**src/rtl/fill_ctrl.sv**
```systemverilog
// Bottle-fill sequencer: debounced buttons and hopper pulses drive set/run/change/alarm/done states.
// All outputs registered, one cycle after the synchronized event; no backpressure (free-running 1 kHz stage).
module fill_ctrl #(
  parameter int MAX_BOTTLES = 99,
  parameter int DEBOUNCE_MS = 20,
  parameter int CHANGE_MS   = 2000,
  parameter int STALL_MS    = 3000,
  parameter int BEEP_MS     = 1000
) (
  input  logic       clk_1khz,
  input  logic       clr,
  input  logic       btn_1,
  input  logic       btn_2,
  input  logic       hopper_signal,
  input  logic       conveyor_stop,
  output logic [3:0] display_1,
  output logic [3:0] display_2,
  output logic [3:0] display_3,
  output logic [3:0] display_4,
  output logic [3:0] display_5,
  output logic [3:0] display_6,
  output logic [5:0] flicker_mask,
  output logic [1:0] beep_mode,
  output logic [2:0] state_o
);

  typedef enum logic [2:0] {
    S_SET_TENS = 3'd0,
    S_SET_ONES = 3'd1,
    S_RUN      = 3'd2,
    S_PAUSE    = 3'd3,
    S_CHANGE   = 3'd4,
    S_ALARM    = 3'd5,
    S_DONE     = 3'd6
  } state_t;

  localparam int DW = $clog2(DEBOUNCE_MS + 1);
  localparam int SW = $clog2(STALL_MS + 1);
  localparam int CW = $clog2(CHANGE_MS + 1);
  localparam int BW = $clog2(BEEP_MS + 1);
  localparam logic [7:0] MAX_BCD = {4'(MAX_BOTTLES / 10), 4'(MAX_BOTTLES % 10)};

  function automatic logic [7:0] bcd_inc(input logic [7:0] v);
    if (v == 8'h99) return v;
    if (v[3:0] == 4'd9) return {v[7:4] + 4'd1, 4'd0};
    return {v[7:4], v[3:0] + 4'd1};
  endfunction

  function automatic logic [3:0] dig_inc(input logic [3:0] d);
    return (d == 4'd9) ? 4'd0 : d + 4'd1;
  endfunction

  logic [1:0]    btn_s1_q, btn_s2_q, btn_deb_q;
  logic [DW-1:0] btn_cnt_q [2];
  logic [1:0]    press;
  logic [2:0]    hop_q;
  logic          item_edge;

  state_t        state_q, state_d;
  logic [7:0]    tgt_q, tgt_d, item_q, item_d, btl_q, btl_d, item_inc;
  logic [SW-1:0] stall_q, stall_d;
  logic [CW-1:0] chg_q, chg_d;
  logic [BW-1:0] beep_q, beep_d;
  logic [5:0]    mask_q, mask_d;
  logic [1:0]    beep_mode_q, beep_mode_d;

  // Level is accepted after DEBOUNCE_MS consecutive cycles of disagreement with the held level.
  always_ff @(posedge clk_1khz or posedge clr) begin
    if (clr) begin
      btn_s1_q  <= '0;
      btn_s2_q  <= '0;
      btn_deb_q <= '0;
      hop_q     <= '0;
      for (int i = 0; i < 2; i++) btn_cnt_q[i] <= '0;
    end else begin
      btn_s1_q <= {btn_2, btn_1};
      btn_s2_q <= btn_s1_q;
      hop_q    <= {hop_q[1:0], hopper_signal};
      for (int i = 0; i < 2; i++) begin
        if (btn_s2_q[i] == btn_deb_q[i]) begin
          btn_cnt_q[i] <= '0;
        end else if (btn_cnt_q[i] == DW'(DEBOUNCE_MS - 1)) begin
          btn_deb_q[i] <= btn_s2_q[i];
          btn_cnt_q[i] <= '0;
        end else begin
          btn_cnt_q[i] <= btn_cnt_q[i] + 1'b1;
        end
      end
    end
  end

  always_comb begin
    press = '0;
    for (int i = 0; i < 2; i++)
      press[i] = btn_s2_q[i] & ~btn_deb_q[i] & (btn_cnt_q[i] == DW'(DEBOUNCE_MS - 1));
  end

  assign item_edge = hop_q[1] & ~hop_q[2];
  assign item_inc  = bcd_inc(item_q);

  always_ff @(posedge clk_1khz or posedge clr) begin
    if (clr) begin
      state_q     <= S_SET_TENS;
      tgt_q       <= '0;
      item_q      <= '0;
      btl_q       <= '0;
      stall_q     <= '0;
      chg_q       <= '0;
      beep_q      <= '0;
      mask_q      <= 6'b000001;
      beep_mode_q <= 2'd0;
    end else begin
      state_q     <= state_d;
      tgt_q       <= tgt_d;
      item_q      <= item_d;
      btl_q       <= btl_d;
      stall_q     <= stall_d;
      chg_q       <= chg_d;
      beep_q      <= beep_d;
      mask_q      <= mask_d;
      beep_mode_q <= beep_mode_d;
    end
  end

  always_comb begin
    state_d = state_q;
    tgt_d   = tgt_q;
    item_d  = item_q;
    btl_d   = btl_q;
    stall_d = stall_q;
    chg_d   = chg_q;
    beep_d  = (beep_q != '0) ? beep_q - 1'b1 : '0;
    unique case (state_q)
      S_SET_TENS: begin
        if (press[0]) tgt_d[7:4] = dig_inc(tgt_q[7:4]);
        if (press[1]) state_d = S_SET_ONES;
      end
      S_SET_ONES: begin
        if (press[0]) tgt_d[3:0] = dig_inc(tgt_q[3:0]);
        if (press[1] && tgt_q != 8'h00) begin
          state_d = S_RUN;
          stall_d = '0;
        end
      end
      S_RUN: begin
        // A target hit always comes with an edge, so it outranks the stall expiry.
        if (!conveyor_stop) begin
          if (item_edge) begin
            item_d  = item_inc;
            stall_d = '0;
            if (item_inc == tgt_q) begin
              btl_d   = (btl_q == MAX_BCD) ? btl_q : bcd_inc(btl_q);
              state_d = S_CHANGE;
              chg_d   = '0;
              beep_d  = BW'(BEEP_MS);
            end
          end else if (stall_q == SW'(STALL_MS - 1)) begin
            state_d = S_ALARM;
            stall_d = '0;
          end else begin
            stall_d = stall_q + 1'b1;
          end
        end
        if (press[1] && state_d == S_RUN) state_d = S_PAUSE;
      end
      S_PAUSE: begin
        if (press[1]) state_d = S_RUN;
      end
      S_CHANGE: begin
        if (!conveyor_stop) begin
          if (chg_q == CW'(CHANGE_MS - 1)) begin
            item_d  = '0;
            stall_d = '0;
            state_d = (btl_q == MAX_BCD) ? S_DONE : S_RUN;
          end else begin
            chg_d = chg_q + 1'b1;
          end
        end
      end
      S_ALARM: begin
        if (press[1]) begin
          state_d = S_RUN;
          stall_d = '0;
        end
      end
      S_DONE: begin
        if (press[1]) begin
          state_d = S_SET_TENS;
          item_d  = '0;
          btl_d   = '0;
        end
      end
      default: state_d = S_SET_TENS;
    endcase
  end

  always_comb begin
    mask_d      = 6'b000000;
    beep_mode_d = 2'd0;
    case (state_d)
      S_SET_TENS:       mask_d = 6'b000001;
      S_SET_ONES:       mask_d = 6'b000010;
      S_PAUSE, S_CHANGE: mask_d = 6'b001100;
      S_ALARM:          mask_d = 6'b111111;
      S_DONE:           mask_d = 6'b110000;
      default:          mask_d = 6'b000000;
    endcase
    if (state_d == S_ALARM)     beep_mode_d = 2'd3;
    else if (state_d == S_DONE) beep_mode_d = 2'd2;
    else if (beep_d != '0)      beep_mode_d = 2'd1;
  end

  assign display_1    = tgt_q[7:4];
  assign display_2    = tgt_q[3:0];
  assign display_3    = item_q[7:4];
  assign display_4    = item_q[3:0];
  assign display_5    = btl_q[7:4];
  assign display_6    = btl_q[3:0];
  assign flicker_mask = mask_q;
  assign beep_mode    = beep_mode_q;
  assign state_o      = state_q;

endmodule

```
**config.mk**
```make
export PLATFORM = sky130hd
export DESIGN_NAME = fill_ctrl
export DESIGN_NICKNAME = d
export VERILOG_FILES = /design/src/rtl/fill_ctrl.sv
export SDC_FILE = /design/constraint.sdc
export NUM_CORES = 1
export LEC_CHECK = 0
export BUFFER_PORTS_ARGS = -buffer_cell sky130_fd_sc_hd__buf_4
export CAP_MARGIN = 10
export CORE_MARGIN = 3
export CORE_UTILIZATION = 40
export CTS_BUF_LIST = sky130_fd_sc_hd__clkbuf_16
export CTS_CLUSTER_DIAMETER = 50
export DETAILED_ROUTE_END_ITERATION = 10
export HOLD_SLACK_MARGIN = 0.12
export SYNTH_ARGS = -nofsm -noshare
export SYNTH_HDL_FRONTEND = slang
export SYNTH_SLANG_ARGS = --single-unit
```
**constraint.sdc**
```tcl
create_clock -name clk_1khz -period 8.1 [get_ports clk_1khz]
set_input_delay 1.62 -clock clk_1khz [delete_from_list [all_inputs] [get_ports clk_1khz]]
set_output_delay 1.62 -clock clk_1khz [all_outputs]
set_load 0.05 [all_outputs]
```
==> results.ini, run 1 <==
[cells_and_area]
multi_input_area_um2=2440
syn2layout_area_growth_pct=14.4
drive_above_1_share_pct=13.5
register_area_um2=2130
fillers=1104
finalNonFillerCells=678
final_core_util_pct=47.3
nets=551
antennaDiodeCount=0

[clock_network]
clock-sinks=85
postCtsSetupBuffers=0
clk_pin_slew_worst_paths_ns=0.06
htree_levels=3
clkLatencyLatePin_ns=0.34
clockBufferDepth=2
root_buffer=clkbuf_16
cts_tree=built
ctsHoldBuffers=0
cts_resized=0
numCtsBuffers=9

[synthesis]
syn_avg_cell_area_um2=9.63
syn_inst=495
ys.flop_type=dfrtp_1
netlist-cell-type-count=63
syn_area_um2=4760
synth_seq_area_share_pct=44.7
synth-seq-cells=85
ys.warnings.count=0
synth_nets=516
synth_edf_count=0
synthArstFlopShare_pct=100

[setup_path]
path_buf_inv=1
path_delay_family=simple AND/OR/NAND/NOR gates
crit_arrival_ns=3.39
path_cells=buf_4, or3b_1, a311oi_1, nand4_1, nor2_1, nand4_1, xor2_1, nor2_1
crit_fanout=9
slowest_delay_ns=0.46
critPathLaunchType=input pin
worstPathRequired_ns=8.31
critPathKind=input pin to flop
crit_path_end_kind=flop
worst_path_max_delay_cell=a311oi_1

[power]
power.leakage_nw=2.39
peakVddDrop_mv=0.0797
powerDensity_nw_per_um2=163
finalPower_mw=0.889

[outcome]
status=complete, no violations

[routing]
first_pass_iters=5
drc=0
post_drt_wl_per_cell_um=14.6
drt_iter0_drc=192
antenna_left=0
vias=3733
wirelength_um=9920
via_per_inst=5.51

[timing]
max_slew_margin_pct=44.4
tightest_slew_ns=0.830
period_minus_slack_ns=3.17
setup_viol=0
slew_viol_final=0
period_share_pct=39.2
rsz0062_at_grt=no
finalHoldViolCount=0
fin_skew_ns=0.00963
max_freq_mhz=315
setup_tns_ns=0

[placed_design]
numPlacedInstances=662
gp_congestion=0.827
hpwl_um=7150
port_buffers=40

[global_route]
grt_pass1_vias=3662
grt_remaining_overflow=0
antenna_found_initial=0
grt_max_degree=56
grt_usage_pct=16.0
grt_pass1_wl_um=17000

[floorplan]
die_w_um=115
die-area_um2=13300
start_util_pct=41.4
pin_count=41
core_um2=11500
rows=39
die_h_um=115

[job]
drv_cap=0

[min_path]
hp-class=flop to flop

-- per-stage QoR --
step                hold slack (ns)  setup slack, ns  cell area [um2]
floorplan                     0.331             4.29             4760
global placement              0.336             4.64             5140
detailed placement            0.337             4.59             5140
CTS                           0.351             4.92             5450
global route                  0.364             4.72             5450
finish                        0.348             4.93             5450
-- path summary, 6_finish.rpt --
check                         startpoint      endpoint  slack (ns)  cells past startpoint
min                          btn_s1_q[0]   btn_s2_q[0]        0.35                      0
min in group asynchronous            clr  btn_cnt_q[5]        1.31                      2
min reg2reg                  btn_s1_q[0]   btn_s2_q[0]        0.35                      0
max reg2reg                    item_q[1]      btl_q[6]        5.06                      9
max                        conveyor_stop      chg_q[9]        4.93                      8
max in group asynchronous            clr      btl_q[3]        5.71                      3
-- synthesized netlist by cell type, types with 3 or more instances --
cell type   n  area share (%)
o21ai_1     8            0.84
buf_2       4            0.42
nor2b_1    12             1.6
a21oi_1    20             2.1
o21ai_0    30             3.2
nand2b_1   10             1.3
o41ai_2     3             1.0
nand3_1    22             2.3
nor3_1     19             2.0
nor4_1      6            0.79
xnor2_1    19             3.5
or4_1       3            0.47
dfrtp_1    84              44
clkbuf_1    5            0.39
buf_4       6            0.95
nand2_1    37             2.9
o22ai_1     3            0.39
ha_1       15             3.9
and3_1      9             1.2
nand4_1     3            0.39
nand3b_1    4            0.63
and3b_1     4            0.74
nor2_1     42             3.3
o31ai_1    11             1.7
nor3b_1     6            0.95
nand4b_1    3            0.55
and2_1      5            0.66
a31oi_1     5            0.66
inv_1      22             1.7
or3_1       3            0.39
nor3_2      3            0.63
mux2i_1    11             2.3
buf_6       3            0.71
xor2_1     12             2.2
a21o_1      4            0.63
-- registers in the layout, indices dropped and copies added (netlist names) --
register	flops
btn_deb_q	2
stall_q	12
flicker_mask	4
item_q	8
state_o	3
hop_q	3
beep_q	10
chg_q	11
tgt_q	8
btn_s1_q	2
btn_s2_q	2
beep_mode	2
btn_cnt_q	10
btl_q	8
-- cell families after synthesis --
group	synth area share, %
simple gates	24.3
compound gates	14.9
flops	44.7
buf+inv	4.20
xor+xnor	5.70
fa+ha+maj	3.94
mux	2.31
-- power breakdown --
group          internal [mW]  switching (mW)
registers              0.432         0.00657
clock network          0.265           0.159
logic                0.00893          0.0164
-- metal layers --
metal	vias to the layer above	track usage [%]	wire, um
met5	-	0	0
met1	1825	20.6	4590
met3	11	4.68	418
met2	54	25.0	4750
met4	0	6.73	160
li1	1843	-	-
-- final cells by class --
class / count / area share, %
clock inverters: 7 / 1.52
repair buffers: 42 / 5.79
inverters: 22 / 1.54
clock buffers: 9 / 4.13
well taps: 143 / 3.28
multi-input cells: 370 / 44.7
flip-flops and latches: 85 / 39.0
-- layout by cell type, fill, tap and decap left out, drive strengths merged, types with 8 or more instances in the layout --
master / n
a21oi: 21
and3: 10
buf: 42
clkbuf: 9
dfrtp: 84
ha: 15
inv: 23
mux2i: 11
nand2: 37
nand2b: 12
nand3: 22
nor2: 42
nor2b: 12
nor3: 22
nor4: 8
o21ai: 38
o31ai: 11
xnor2: 19
xor2: 12
No activity file was read; power rests on OpenSTA's default activity.
==> run 2: changes to the inputs <==
Clock period 8.1 ns to 2.9 ns, I/O delays scaled along.
==> run 2 against run 1 <==
Hold slack got worse by 0.065 ns. Routed wire length is 3.5% higher. Register-to-register slack worse by 4.9 ns. Non-clock buffer count up 13.
==> results.ini, run 2 (synthesis results as in run 1) <==
[placed_design]
gp_congestion=0.861  ; was 0.827
hpwl_um=7370  ; was 7150 um
port_buffers=40  ; unchanged
postPlaceCellArea_um2=5250  ; was 5140 um2
numPlacedInstances=675  ; was 662
preCtsSetupSlack_ns=0.0861  ; was 4.59 ns

[power]
p_sw_mw=0.525  ; was 0.182 mW
p_int_mw=1.98  ; was 0.706 mW
switching_share_pct=21.0  ; was 20.5%
peakVddDrop_mv=0.222  ; was 0.0797 mV
p_seq_share_pct=48.9  ; was 49.3%
power_frac_comb_pct=2.9  ; about the same
clkPwrFrac_pct=48.1  ; was 47.8%
finalPower_mw=2.50  ; was 0.889 mW
power.leakage_nw=2.46  ; was 2.39 nW
powerDensity_nw_per_um2=449  ; was 163 nW/um2

[job]
drv_cap=0  ; unchanged

[global_route]
antenna_found_initial=0  ; unchanged
grt_usage_pct=16.5  ; was 16.0%
grt_max_degree=55  ; was 56
grt_pass1_vias=3686  ; was 3662
grt_remaining_overflow=0  ; unchanged
grt_pass1_wl_um=17400  ; was 17000 um

[setup_path]
critPathKind=flop to flop  ; was input pin to flop
r2r_setup_slack_ns=0.16  ; was 5.06 ns
worstPathRequired_ns=3.14  ; was 8.31 ns
worst_path_max_delay_cell=dfrtp_1  ; was a311oi_1
slowest_delay_ns=0.43  ; was 0.46 ns
crit_arrival_ns=2.98  ; was 3.39 ns
path_cells=inv_1, ha_1, and3b_2, mux2i_1, xor2_1, nor4_4, a31oi_2, nand2b_4, o41ai_2  ; was buf_4, or3b_1, a311oi_1, nand4_1, nor2_1, nand4_1, xor2_1, nor2_1
crit_fanout=7  ; was 9
r2r-start=item_q[1]  ; unchanged
critPathLaunchType=flop  ; was input pin
rr_worst_depth=9  ; unchanged
r2r-end=btl_q[7]  ; was btl_q[6]
crit_path_end_kind=flop  ; unchanged

[routing]
vias=3778  ; was 3733
drt_iter0_drc=128  ; was 192
antenna_left=0  ; unchanged
wirelength_um=10300  ; was 9920 um
via_per_inst=5.47  ; was 5.51
first_pass_iters=4  ; was 5
drc=0  ; unchanged
post_drt_wl_per_cell_um=14.9  ; was 14.6 um

[timing]
max_slew_margin_pct=53.4  ; was 44.4%
period_minus_slack_ns=2.74
setup_viol=0  ; unchanged
max_freq_mhz=365
slew_viol_final=0  ; unchanged
tightest_slew_ns=0.694  ; was 0.830 ns
period_share_pct=94.5
fin_skew_ns=0.00962  ; was 0.00963 ns
finalHoldViolCount=0  ; unchanged
setup_ws_ns=0.159  ; was 4.93 ns

[floorplan]
pin_count=41  ; unchanged
rows=39  ; unchanged
core_um2=11500  ; unchanged
die_h_um=115  ; unchanged
start_util_pct=41.4  ; unchanged
die_w_um=115  ; unchanged
die-area_um2=13300  ; unchanged

[cells_and_area]
drive_above_1_share_pct=16.1  ; was 13.5%
finalNonFillerCells=691  ; was 678
syn2layout_area_growth_pct=16.9  ; was 14.4%
final_cell_area_um2=5570  ; was 5450 um2
layout_common_cells=dfrtp_1 (84), buf_4 (54), nor2_1 (42), nand2_1 (37), o21ai_0 (30)  ; was dfrtp_1 (84), nor2_1 (42), buf_4 (42), nand2_1 (37), o21ai_0 (30)
antennaDiodeCount=0  ; unchanged
largest_reg_flops=12  ; unchanged
nets=564  ; was 551
layout_commonest_cell=dfrtp_1  ; unchanged
fillers=1097  ; was 1104
top_regs=stall_q (12), chg_q (11)  ; unchanged
top_register=stall_q  ; unchanged

[outcome]
status=complete, no violations  ; unchanged

[clock_network]
htree_levels=3  ; unchanged
clockBufferDepth=2  ; unchanged
cts_tree=built  ; unchanged
clk_pin_slew_worst_paths_ns=0.06  ; about the same
numCtsBuffers=9  ; unchanged
clkLatencyLatePin_ns=0.34  ; about the same
root_buffer=clkbuf_16  ; unchanged
ctsHoldBuffers=0  ; unchanged
clock-sinks=85  ; unchanged

[min_path]
hp-class=input pin to asynchronous set/reset pin  ; was flop to flop

## run 2: cell count changes in the layout (fill, tap and decap cells not counted), sizes merged
cell / delta
clkinv: -1
buf: +13
inv: +1
## run 2: worst max-delay path by stage
stage          startpoint       end  cells after the start
2_1_floorplan   item_q[1]  btl_q[7]                     11
3_3_place_gp    item_q[1]  btl_q[6]                      9
5_1_grt         item_q[1]  btl_q[6]                      9
3_5_place_dp    item_q[1]  btl_q[7]                      9
6_report        item_q[1]  btl_q[7]                      9
4_1_cts         item_q[1]  btl_q[7]                      9
## run 2: final cells by class
type	count	area, um2	share of cell area, %
well taps	143	179	3.21
clock inverters	7	83.8	1.51
clock buffers	9	225	4.04
inverters	22	83.8	1.51
flip-flops and latches	85	2130	38.2
multi-input cells	370	2440	43.9
repair buffers	55	425	7.64
## run 2: power by group through the flow
stage	clock network (mW)	registers, mW	logic (mW)
floorplan	0	1.24	0.0533
global placement	0	1.25	0.0743
detailed placement	0	1.25	0.0774
CTS	1.24	1.22	0.0772
global route	1.29	1.23	0.0865
finish	1.20	1.22	0.0735
## run 2: routing by layer
metal	routed length, um	GRT usage, %	part of all wire (%)
met1	4970	21.9	48
met2	4790	25.9	47
met3	323	2.95	3.1
met4	182	8.22	1.8
met5	0	0	0
## run 2: metrics by stage
step / hold WS (ns) / utilization, % / TNS, ns
floorplan: 0.331 / - / 0
global placement: 0.333 / 45.6 / 0
detailed placement: 0.335 / 45.6 / 0
CTS: 0.296 / 48.3 / 0
global route: 0.327 / 48.4 / -0.00377
finish: 0.283 / 48.4 / 0
## run 2: critical path, delay by kind of cell (launching register included)
kind / cells / cell delay (ns)
buffers and inverters: 1 / 0.10
XOR/XNOR: 1 / 0.12
AO/OA/AOI/OAI: 2 / 0.55
adder cells (fa/ha/maj): 1 / 0.22
flip-flops: 1 / 0.43
AND/OR/NAND/NOR: 3 / 0.94
multiplexers: 1 / 0.25
## run 2: timing repair
| action | CTS | global route |
|---|---|---|
| hold endpoints to repair | 0 | 0 |
| setup buffers | 0 | 0 |
| setup endpoints to repair | 0 | 12 |
| gates resized for setup | 0 | 2 |
==> run 3: changes to the inputs <==
Settings changed: RECOVER_POWER from default to 50.
==> run 3 against run 2 <==
Die area did not move. Design area decreased by 0.27%. Setup slack did not move. Total power decreased by 0.13%. Count of clock-buffer cells in the layout is the same. Core utilization decreased by 0.13 points. Highest routed layer unchanged.
==> results.ini, run 3 (synthesis results as in run 1) <==
[cells_and_area]
largest_reg_flops=12  ; unchanged
layout_common_cells=dfrtp_1 (84), buf_4 (50), nor2_1 (42), nand2_1 (37), o21ai_0 (30)  ; was dfrtp_1 (84), buf_4 (54), nor2_1 (42), nand2_1 (37), o21ai_0 (30)
final_cell_area_um2=5550  ; was 5570 um2
top_regs=stall_q (12), chg_q (11)  ; unchanged
layout_commonest_cell=dfrtp_1  ; unchanged
antennaDiodeCount=0  ; unchanged
fillers=1099  ; was 1097
finalNonFillerCells=691  ; unchanged
drive_above_1_share_pct=16.1  ; unchanged
top_register=stall_q  ; unchanged
syn2layout_area_growth_pct=16.6  ; was 16.9%
nets=564  ; unchanged

[clock_network]
cts_tree=built  ; unchanged
clkLatencyLatePin_ns=0.34  ; about the same
clockBufferDepth=2  ; unchanged
ctsHoldBuffers=0  ; unchanged
clock-sinks=85  ; unchanged
htree_levels=3  ; unchanged
postCtsSetupBuffers=0  ; unchanged
numCtsBuffers=9  ; unchanged
root_buffer=clkbuf_16  ; unchanged
clk_pin_slew_worst_paths_ns=0.06  ; about the same

[power]
peakVddDrop_mv=0.222  ; about the same
finalPower_mw=2.50  ; about the same
power.leakage_nw=2.45  ; was 2.46 nW
powerDensity_nw_per_um2=450  ; was 449 nW/um2

[global_route]
grt_pass1_vias=3686  ; unchanged
antenna_found_initial=0  ; unchanged
grt_remaining_overflow=0  ; unchanged
grt_pass1_wl_um=17400  ; unchanged
grt_max_degree=55  ; unchanged
grt_usage_pct=16.5  ; unchanged

[timing]
setup_viol=0  ; unchanged
max_slew_margin_pct=4.35  ; was 53.4%
finalHoldViolCount=0  ; unchanged
fin_skew_ns=0.00964  ; was 0.00962 ns
max_freq_mhz=365  ; unchanged
slew_viol_final=0  ; unchanged
period_share_pct=94.5  ; unchanged
tightest_slew_ns=1.43  ; was 0.694 ns
period_minus_slack_ns=2.74  ; unchanged

[min_path]
min_path_cells=0
worstHoldStart=btn_s1_q[1]
whs_endpoint=btn_s2_q[1]
hp-class=flop to flop  ; was input pin to asynchronous set/reset pin

[setup_path]
worstPathRequired_ns=3.14  ; about the same
crit_arrival_ns=2.98  ; about the same
r2r-end=btl_q[7]  ; unchanged
crit_fanout=7  ; unchanged
worst_path_max_delay_cell=dfrtp_1  ; unchanged
rr_worst_depth=9  ; unchanged
r2r-start=item_q[1]  ; unchanged
crit_path_end_kind=flop  ; unchanged
path_cells=inv_1, ha_1, and3b_2, mux2i_1, xor2_1, nor4_4, a31oi_2, nand2b_4, o41ai_2  ; unchanged
r2r_setup_slack_ns=0.16  ; about the same
critPathLaunchType=flop  ; unchanged
slowest_delay_ns=0.43  ; about the same
critPathKind=flop to flop  ; unchanged

[placed_design]
numPlacedInstances=675  ; unchanged
hpwl_um=7370  ; unchanged
port_buffers=40  ; unchanged
postPlaceCellArea_um2=5250  ; unchanged
gp_congestion=0.861  ; unchanged

[floorplan]
start_util_pct=41.4  ; unchanged
pin_count=41  ; unchanged
die_w_um=115  ; unchanged
die_h_um=115  ; unchanged
die-area_um2=13300  ; unchanged
rows=39  ; unchanged
core_um2=11500  ; unchanged

[routing]
first_pass_iters=4  ; unchanged
post_drt_wl_per_cell_um=14.8  ; was 14.9 um
drc=0  ; unchanged
drt_iter0_drc=128  ; unchanged
via_per_inst=5.47  ; unchanged
wirelength_um=10300  ; about the same
antenna_left=0  ; unchanged
vias=3778  ; unchanged

[outcome]
status=complete, no violations  ; unchanged

[job]
drv_cap=0  ; unchanged

run 3: cell count changes in the layout (fill, tap and decap cells not counted), sizes merged:
cell / before / now
buf: 55 / 51
clkbuf: 9 / 13
clkinv: 2 / 1
clkinvlp: 1 / 2
run 3: routing by layer:
metal  global-route usage (%)  vias to the layer above  wire [um]
li1                         -                     1867          -
met1                     21.9                     1835       4970
met2                     25.9                       63       4790
met3                     2.95                       13        323
met4                     8.22                        0        182
met5                        0                        -          0
run 3: per-stage QoR:
stage               setup TNS [ns]  hold WS, ns  utilization [%]  worst slack, ns
finish                           0        0.347             48.2            0.159
CTS                              0        0.296             48.3           0.0221
global route              -0.00377        0.350             48.2         -0.00377
detailed placement               0        0.335             45.6           0.0861
global placement                 0        0.333             45.6            0.213
floorplan                        0        0.331                -           0.0948
run 3: report_power, final:
| part | switching, mW | internal (mW) |
|---|---|---|
| Clock | 0.460 | 0.743 |
| Sequential | 0.0183 | 1.21 |
| Combinational | 0.0460 | 0.0244 |
| Total | 0.525 | 1.97 |
run 3: area by class of cell:
cell class / count / area [um2] / area share [%]
clock inverter: 7 / 83.8 / 1.51
sequential: 85 / 2130 / 38.3
timing repair buffer: 55 / 410 / 7.39
multi-input combinational: 370 / 2440 / 44.0
tap: 143 / 179 / 3.22
clock buffer: 9 / 225 / 4.05
inverter: 22 / 83.8 / 1.51
run 3: worst max-delay path by stage:
| stage | start | end | slack, ns | cells after the start |
|---|---|---|---|---|
| finish | item_q[1] | btl_q[7] | 0.16 | 9 |
| global route | item_q[1] | btl_q[6] | -0.004 | 9 |
| CTS | item_q[1] | btl_q[7] | 0.02 | 9 |
| detailed placement | item_q[1] | btl_q[7] | 0.09 | 9 |
| global placement | item_q[1] | btl_q[6] | 0.21 | 9 |
| floorplan | item_q[1] | btl_q[7] | 0.09 | 11 |
run 3: what timing repair did:
action                                  in CTS  in global routing
gates resized for setup                      0                  2
endpoints found under the hold margin        0                  0
endpoints found under the setup margin       0                 12
run 3: critical path, delay by kind of cell (launching register included):
kind / cells / cell delay (ns)
and+or+nand+nor: 3 / 0.94
AOI/OAI and AO/OA: 2 / 0.55
DFF: 1 / 0.43
muxes: 1 / 0.25
adders and majority gates: 1 / 0.22
xor gates and xnor gates: 1 / 0.12
buffers and inverters: 1 / 0.10
